[config.mk]
export PLATFORM = sky130hd
export DESIGN_NAME = switch_debouncer
export DESIGN_NICKNAME = d
export VERILOG_FILES = /design/src/rtl/switch_debouncer.sv
export SDC_FILE = /design/constraint.sdc
export NUM_CORES = 1
export LEC_CHECK = 0
export ABC_AREA = 1
export BUFFER_PORTS_ARGS = -buffer_cell sky130_fd_sc_hd__buf_2
export CAP_MARGIN = 15
export CORE_ASPECT_RATIO = 1.4
export CORE_MARGIN = 2
export CORE_UTILIZATION = 53
export CTS_CLUSTER_DIAMETER = 80
export DETAILED_ROUTE_END_ITERATION = 6
export PLACE_DENSITY = 0.8
export SYNTH_ARGS = -nofsm -noshare
export SYNTH_HDL_FRONTEND = slang
export SYNTH_SLANG_ARGS = --single-unit
[constraint.sdc]
create_clock -name Clk -period 1.17 [get_ports Clk]
set_input_delay 0.351 -clock Clk [delete_from_list [all_inputs] [get_ports Clk]]
set_output_delay 0.351 -clock Clk [all_outputs]
set_load 0.005 [all_outputs]
[src/rtl/switch_debouncer.sv]
// Switch debouncer: 2-flop synchronizer feeding a 4-state FSM with a stability
// counter. A new level is accepted only after STABLE_COUNT consecutive agreeing
// synchronized samples. It emits a registered level plus one-cycle rise/fall strobes.
module switch_debouncer #(
  parameter int unsigned STABLE_COUNT = 50000,
  parameter int unsigned CNT_WIDTH    = 16
) (
  input  logic Clk,
  input  logic Reset,
  input  logic Btn_In,
  output logic D_Out,
  output logic Rise_Pulse,
  output logic Fall_Pulse,
  output logic Busy
);

  typedef enum logic [1:0] {
    StStableLo,
    StPendHi,
    StStableHi,
    StPendLo
  } state_e;

  // Count value on which a pending level is committed.
  localparam logic [CNT_WIDTH-1:0] CntLast = CNT_WIDTH'(STABLE_COUNT - 1);

  state_e               state_q, state_d;
  logic [CNT_WIDTH-1:0] cnt_q, cnt_d;
  logic                 s1_q, s2_q;
  logic                 d_out_q, d_out_d;
  logic                 rise_q, rise_d;
  logic                 fall_q, fall_d;
  logic                 busy_q, busy_d;
  logic                 btn_sync;

  assign btn_sync = s2_q;

  // Next-state, counter and registered-output logic.
  always_comb begin
    state_d = state_q;
    cnt_d   = cnt_q;
    d_out_d = d_out_q;
    rise_d  = 1'b0;
    fall_d  = 1'b0;
    unique case (state_q)
      StStableLo: begin
        if (btn_sync) begin
          state_d = StPendHi;
          cnt_d   = CNT_WIDTH'(1);
        end else begin
          cnt_d = '0;
        end
      end
      StPendHi: begin
        if (!btn_sync) begin
          // Bounce: the partial count is discarded.
          state_d = StStableLo;
          cnt_d   = '0;
        end else if (cnt_q == CntLast) begin
          state_d = StStableHi;
          d_out_d = 1'b1;
          rise_d  = 1'b1;
          cnt_d   = '0;
        end else begin
          cnt_d = cnt_q + CNT_WIDTH'(1);
        end
      end
      StStableHi: begin
        if (!btn_sync) begin
          state_d = StPendLo;
          cnt_d   = CNT_WIDTH'(1);
        end else begin
          cnt_d = '0;
        end
      end
      StPendLo: begin
        if (btn_sync) begin
          state_d = StStableHi;
          cnt_d   = '0;
        end else if (cnt_q == CntLast) begin
          state_d = StStableLo;
          d_out_d = 1'b0;
          fall_d  = 1'b1;
          cnt_d   = '0;
        end else begin
          cnt_d = cnt_q + CNT_WIDTH'(1);
        end
      end
    endcase
    busy_d = (state_d == StPendHi) || (state_d == StPendLo);
  end

  // All state and outputs, asynchronously cleared by an active-low Reset.
  always_ff @(posedge Clk or negedge Reset) begin
    if (!Reset) begin
      s1_q    <= 1'b0;
      s2_q    <= 1'b0;
      state_q <= StStableLo;
      cnt_q   <= '0;
      d_out_q <= 1'b0;
      rise_q  <= 1'b0;
      fall_q  <= 1'b0;
      busy_q  <= 1'b0;
    end else begin
      s1_q    <= Btn_In;
      s2_q    <= s1_q;
      state_q <= state_d;
      cnt_q   <= cnt_d;
      d_out_q <= d_out_d;
      rise_q  <= rise_d;
      fall_q  <= fall_d;
      busy_q  <= busy_d;
    end
  end

  assign D_Out      = d_out_q;
  assign Rise_Pulse = rise_q;
  assign Fall_Pulse = fall_q;
  assign Busy       = busy_q;

endmodule
* Word level (Yosys, flattened, before mapping)
Cells that the tools add are included.
** Word-level totals
- Bits in latches :: 0
- Register bits after elaboration :: 24
- Memories kept :: 0
- RAM bits :: 0
- ROM bits :: 0
- Input port bits :: 3
** Cells by class
- Equal/unequal tests :: 10
- Shift-type cells :: 0
- Bitwise gates (word level) :: 0
- Magnitude comparators :: 0
- $mul :: 0
- Div/mod/pow operators :: 0
- Multiplexer cells :: 23
- Add/sub/neg operators :: 1
- Reduce and logical (&&, ||, !) cells :: 4
** Operator list (count)
- one-hot mux 16 bit (4 select lines) :: 1
- 2-to-1 mux 16 bit :: 3
- adder 16 x 1 -> 16 bit (second input constant) :: 1
- equality test 16 bit (second input constant) :: 1
- 2-to-1 mux 2 bit :: 6
- 2-to-1 mux 1 bit :: 11
- != test 2 bit (second input constant) :: 4
- one-hot mux 2 bit (4 select lines) :: 1
- equality test 2 bit (second input constant) :: 3
- AND reduction 5 bit :: 1
- equality test 2 x 1 -> 1 bit (second input constant) :: 2
- logical NOT 2 bit :: 1
- one-hot mux 1 bit (2 select lines) :: 1
- nonzero test 2 bit :: 1
- logical OR 1 bit :: 1

* Depth between registers and ports, before layout
- Word-level depth :: 6
- Gate-level depth with buffers :: 9
- Mapped depth without buffers :: 9

* Worst setup path before layout
Ideal clock, no wire load.
- Path type :: reg-to-reg
- From :: register cnt_q[0]
- To :: register d_out_q (netlist: D_Out)
- Cell stages (with the launch flop) :: 9
- Data required time :: 1.057 ns
- Arrival :: 1.147 ns
- Clock period less this slack :: 1.260 ns
- Slack :: -0.090 ns
- Path through :: dfrtp_1 ha_1 nand2_1 nor2_1 nand3_1 nor2_1 nand4_1 nand2_1 inv_1
** On the way
- Word-level cells in the longest chain between the ends :: 3
- Elaborated cells on any way between the ends :: 4
- Those cells by class :: eq/ne: 3; reduce/logical: 1
** RTL lines
- from (decl) :: line 28 : logic [CNT_WIDTH-1:0] cnt_q, cnt_d;
- from (signal assigned) :: line 108 : cnt_q <= cnt_d;
- equality test 16 bit (*) :: line 59, 80
- != test 2 bit (no source line)
- AND reduction 5 bit (no source line) (*)
- to (signal assigned) :: line 109 : d_out_q <= d_out_d;
- to (decl) :: line 30 : logic d_out_q, d_out_d;
Every way passes the cells marked *; elsewhere a longest branch is shown, timed or not.
A chain may end at the register's enable or synchronous reset.

* Worst setup path after layout
- From :: register cnt_q[0]
- To :: register cnt_q[10]
** On the way
- Word-level cells in the longest chain between the ends :: 4
- Elaborated cells on any way between the ends :: 6
- Those cells by class :: add/sub: 1; eq/ne: 1; mux: 4
** RTL lines
- adder 16 x 1 -> 16 bit / equality test 16 bit (equally long branches)
- 2-to-1 mux 16 bit (*) :: line 59, 80
- 2-to-1 mux 16 bit, on equally long branches :: line 77, 55
- one-hot mux 16 bit (4 select lines) (*) :: line 45 : unique case (state_q)
- via cnt_d[10] :: line 28
Mark *: on every way through the listed nets, which the timed path passes. The rest lies on a longest branch.

==> results.md <==
- CP delay by family, top: simple AND/OR/NAND/NOR gates
- Setup_tns: -2.04 ns
- Final setup viols: 24
- Post-synthesis sequential area ratio: 0.480
- TritonCTS clock tree: yes
- Final WL: 2.77 mm
- Ys Warns: 0
- TritonRoute pass-1 iters: 4
- Clock Sinks: 23
- Data required time at the worst endpoint: 1.41 ns
- Die area: about 2700 sq um
- First-pass GRT wire length: 4.52 mm
- CORE AREA: 2150 sq um
- Fin util: 0.752
- Global route overflow: 0
- MaxCap Viol Count: 0
- Synth Register Bits: 23
- RSZ-0062 raised after global routing: yes
- Avg Cell Area, Syn: about 7.6 sq um
- Clock skew: 0.00337 ns
- Critical-path cell list: ha_4 > nand3_2 > nor2_4 > nand2_2 > nand2_4 > buf_12 > nor3_2
- Clock Pin Slew Worst Setup and Hold Paths: 0.12 ns
- Pin count of the biggest net entering global routing: 24
- DIE HEIGHT: 60.3 um
- WL/cell: 12.8 um
- I/O Buffers: 6
- Syn Inst Count: 157
- Initial antenna violation count: 0
- Top cell type's share of synthesized area: 0.480
- Initial Utilization: 0.557
- Fin area: 1620 sq um
- Remaining DRCs: 0
- Worst Tran Pin Value: 0.518 ns
- Via Count: 1,110
- Slowest cell on crit path: dfrtp_2
- Violated checks: negative hold slack, negative setup slack
- Layout Area Growth over Synthesis: 35.0%
- Layout cells sized above 1: 0.366
- Setup ws final: -0.152 ns
- Status: finished, violations left
- Crit Path Category: flop to flop
- IO Count: 7
- Hpwl dp: between 1.5 and 2 mm
- Slew Viols, Final: 0
- Register-to-register setup slack: -0.15 ns
- Clock buffer count from CTS: 3
- Max frequency: 756 MHz
- Critical Path Start Type: flop
- FF-to-FF Start: cnt_q[0]$_DFF_PN0_
- Area after DPL: ~1400 sq um
- Most frequent cells in the layout: nand2_1 (29), buf_4 (26), nor2_1 (25), inv_1 (23), dfrtp_1 (22)
- Slew Limit Headroom: 0.655
- Clk buf depth: 2
- Root Driver: clkbuf_4
- Leakage: 0.815 nW
- Syn nets: 161
- Data arrival, critical path: 1.56 ns
- Hold WS: -0.00597 ns
- 1st-iter DRT viols: 25
- CP peak stage delay: 0.45 ns
- Power Density: 781 nW/um^2
- Vias in the first global route: 1,106
- Vias per cell: 5.14
- Netlist Area Pre-Place: about 1200 sq um
- Crit Path Max Fanout: 8
- H-tree levels: 1
- Reg-to-Reg End: cnt_q[10]$_DFF_PN0_
- FP Rows: 20
- Final ANT Viol Nets: 0
- Ant diodes: 0
- GPL Wtd Cong: 0.839
- Final nets: 199
- Gr usage total: 0.236
- Register-to-Register Path Depth: 7
- CP Capture Type: flop
- HP Class: input port to asynchronous set/reset pin
- Later-pin clock latency in the skew report: 0.31 ns
- Tcrit/Tclk final: 1.13
- Worst IR Drop VDD: 0.000963 V
- Commonest non-fill, non-tap cell in the layout: nand2_1
- CP Buf/Inv Count: 1
- # hold bufs at CTS: 0
- Yosys top cell by area: dfrtp_1
- Top cells by area, synth: dfrtp_1 (48%), nand2_1 (9.4%), nor2_1 (9.4%), inv_1 (7.8%), nand3_1 (4.2%)
- Netlist cell types: 20
- Critical Path Start: cnt_q[0]$_DFF_PN0_
- Width of the die: ~44 um
- Min Tclk post-route: 1.32 ns
- Final hold violation count: 10
## worst register-to-register path, stage by stage, from the launching register on
cell	delay, ns
dfrtp_2	0.45
ha_4	0.19
nand3_2	0.12
nor2_4	0.05
nand2_2	0.07
nand2_4	0.07
buf_12	0.14
nor3_2	0.17
## worst max path at each step
stage,endpoint,slack (ns),depth (start not counted)
after floorplan,D_Out$_DFFE_PN0P_,-0.03,8
after global placement,D_Out$_DFFE_PN0P_,-0.14,8
after detailed placement,D_Out$_DFFE_PN0P_,-0.16,8
after CTS,D_Out$_DFFE_PN0P_,-0.14,8
after global routing,D_Out$_DFFE_PN0P_,-0.25,8
final,cnt_q[10]$_DFF_PN0_,-0.15,7
## kinds of logic (layout without fill, tap and decap cells)
kind of cell	Yosys count	after routing	synth area share
compound gates	8	8	0.0355
xor+xnor	2	2	0.0146
fa+ha+maj	1	1	0.0104
buf+inv	28	65	0.0877
flops	23	23	0.480
simple gates	95	95	0.372
## through the flow
step | setup slack (ns) | instances | total power, W
2_1_floorplan | -0.0314 | 157 | 0.000854
3_3_place_gp | -0.137 | 205 | 0.000886
3_5_place_dp | -0.160 | 205 | 0.000889
4_1_cts | -0.137 | 212 | 0.00126
5_1_grt | -0.249 | 216 | 0.00131
6_report | -0.152 | 216 | 0.00126
## per-layer routing
layer / part of all wire / track usage / vias up
met1: 0.38 / 0.239 / 530
met2: 0.57 / 0.447 / 13
met3: 0.018 / 0.0242 / 6
li1: - / - / 561
met4: 0.026 / 0.143 / 0
met5: 0 / 0 / -
## cells in the mapped netlist
| cell | n |
|---|---|
| nand2_1 | 30 |
| nor2_1 | 30 |
| inv_1 | 25 |
| dfrtp_1 | 23 |
| nand3_1 | 10 |
| nor3_1 | 9 |
| a21oi_1 | 5 |
| nand2_2 | 5 |
| inv_2 | 3 |
| nor2_2 | 3 |
| nand2_4 | 2 |
| nand4_1 | 2 |
| nor2_4 | 2 |
| xor2_1 | 2 |
| ha_1 | 1 |
| nor3_2 | 1 |
| nor3b_1 | 1 |
| o21ai_0 | 1 |
| o21ai_1 | 1 |
| o21bai_1 | 1 |
## area by class of cell
cell class / instances / area [sq um]
clock buffers: 4 / 26.3
fillers: 160 / 534
inverters: 28 / 110
multi-input cells: 106 / 632
flip-flops and latches: 23 / 577
well taps: 22 / 27.5
repair buffers: 33 / 245
## power breakdown
group	switching [W]	internal, W
sequential	0.00000790	0.000805
clock	0.000228	0.000133
combinational	0.0000535	0.0000364
## registers in the layout (all words and copies together), names as in the netlist
| name | count |
|---|---|
| D_Out | 1 |
| Fall_Pulse | 1 |
| Rise_Pulse | 1 |
| btn_sync | 1 |
| cnt_q | 16 |
| s1_q | 1 |
| state_q | 2 |
## what timing repair did
action,4_1_cts,5_1_grt
resized for setup,6,19
buffers inserted,3,4
pin swaps,4,14
endpoints found under the hold margin,0,0
endpoints found under the setup margin,23,25
Note: power is estimated with default switching activity, not from simulation.
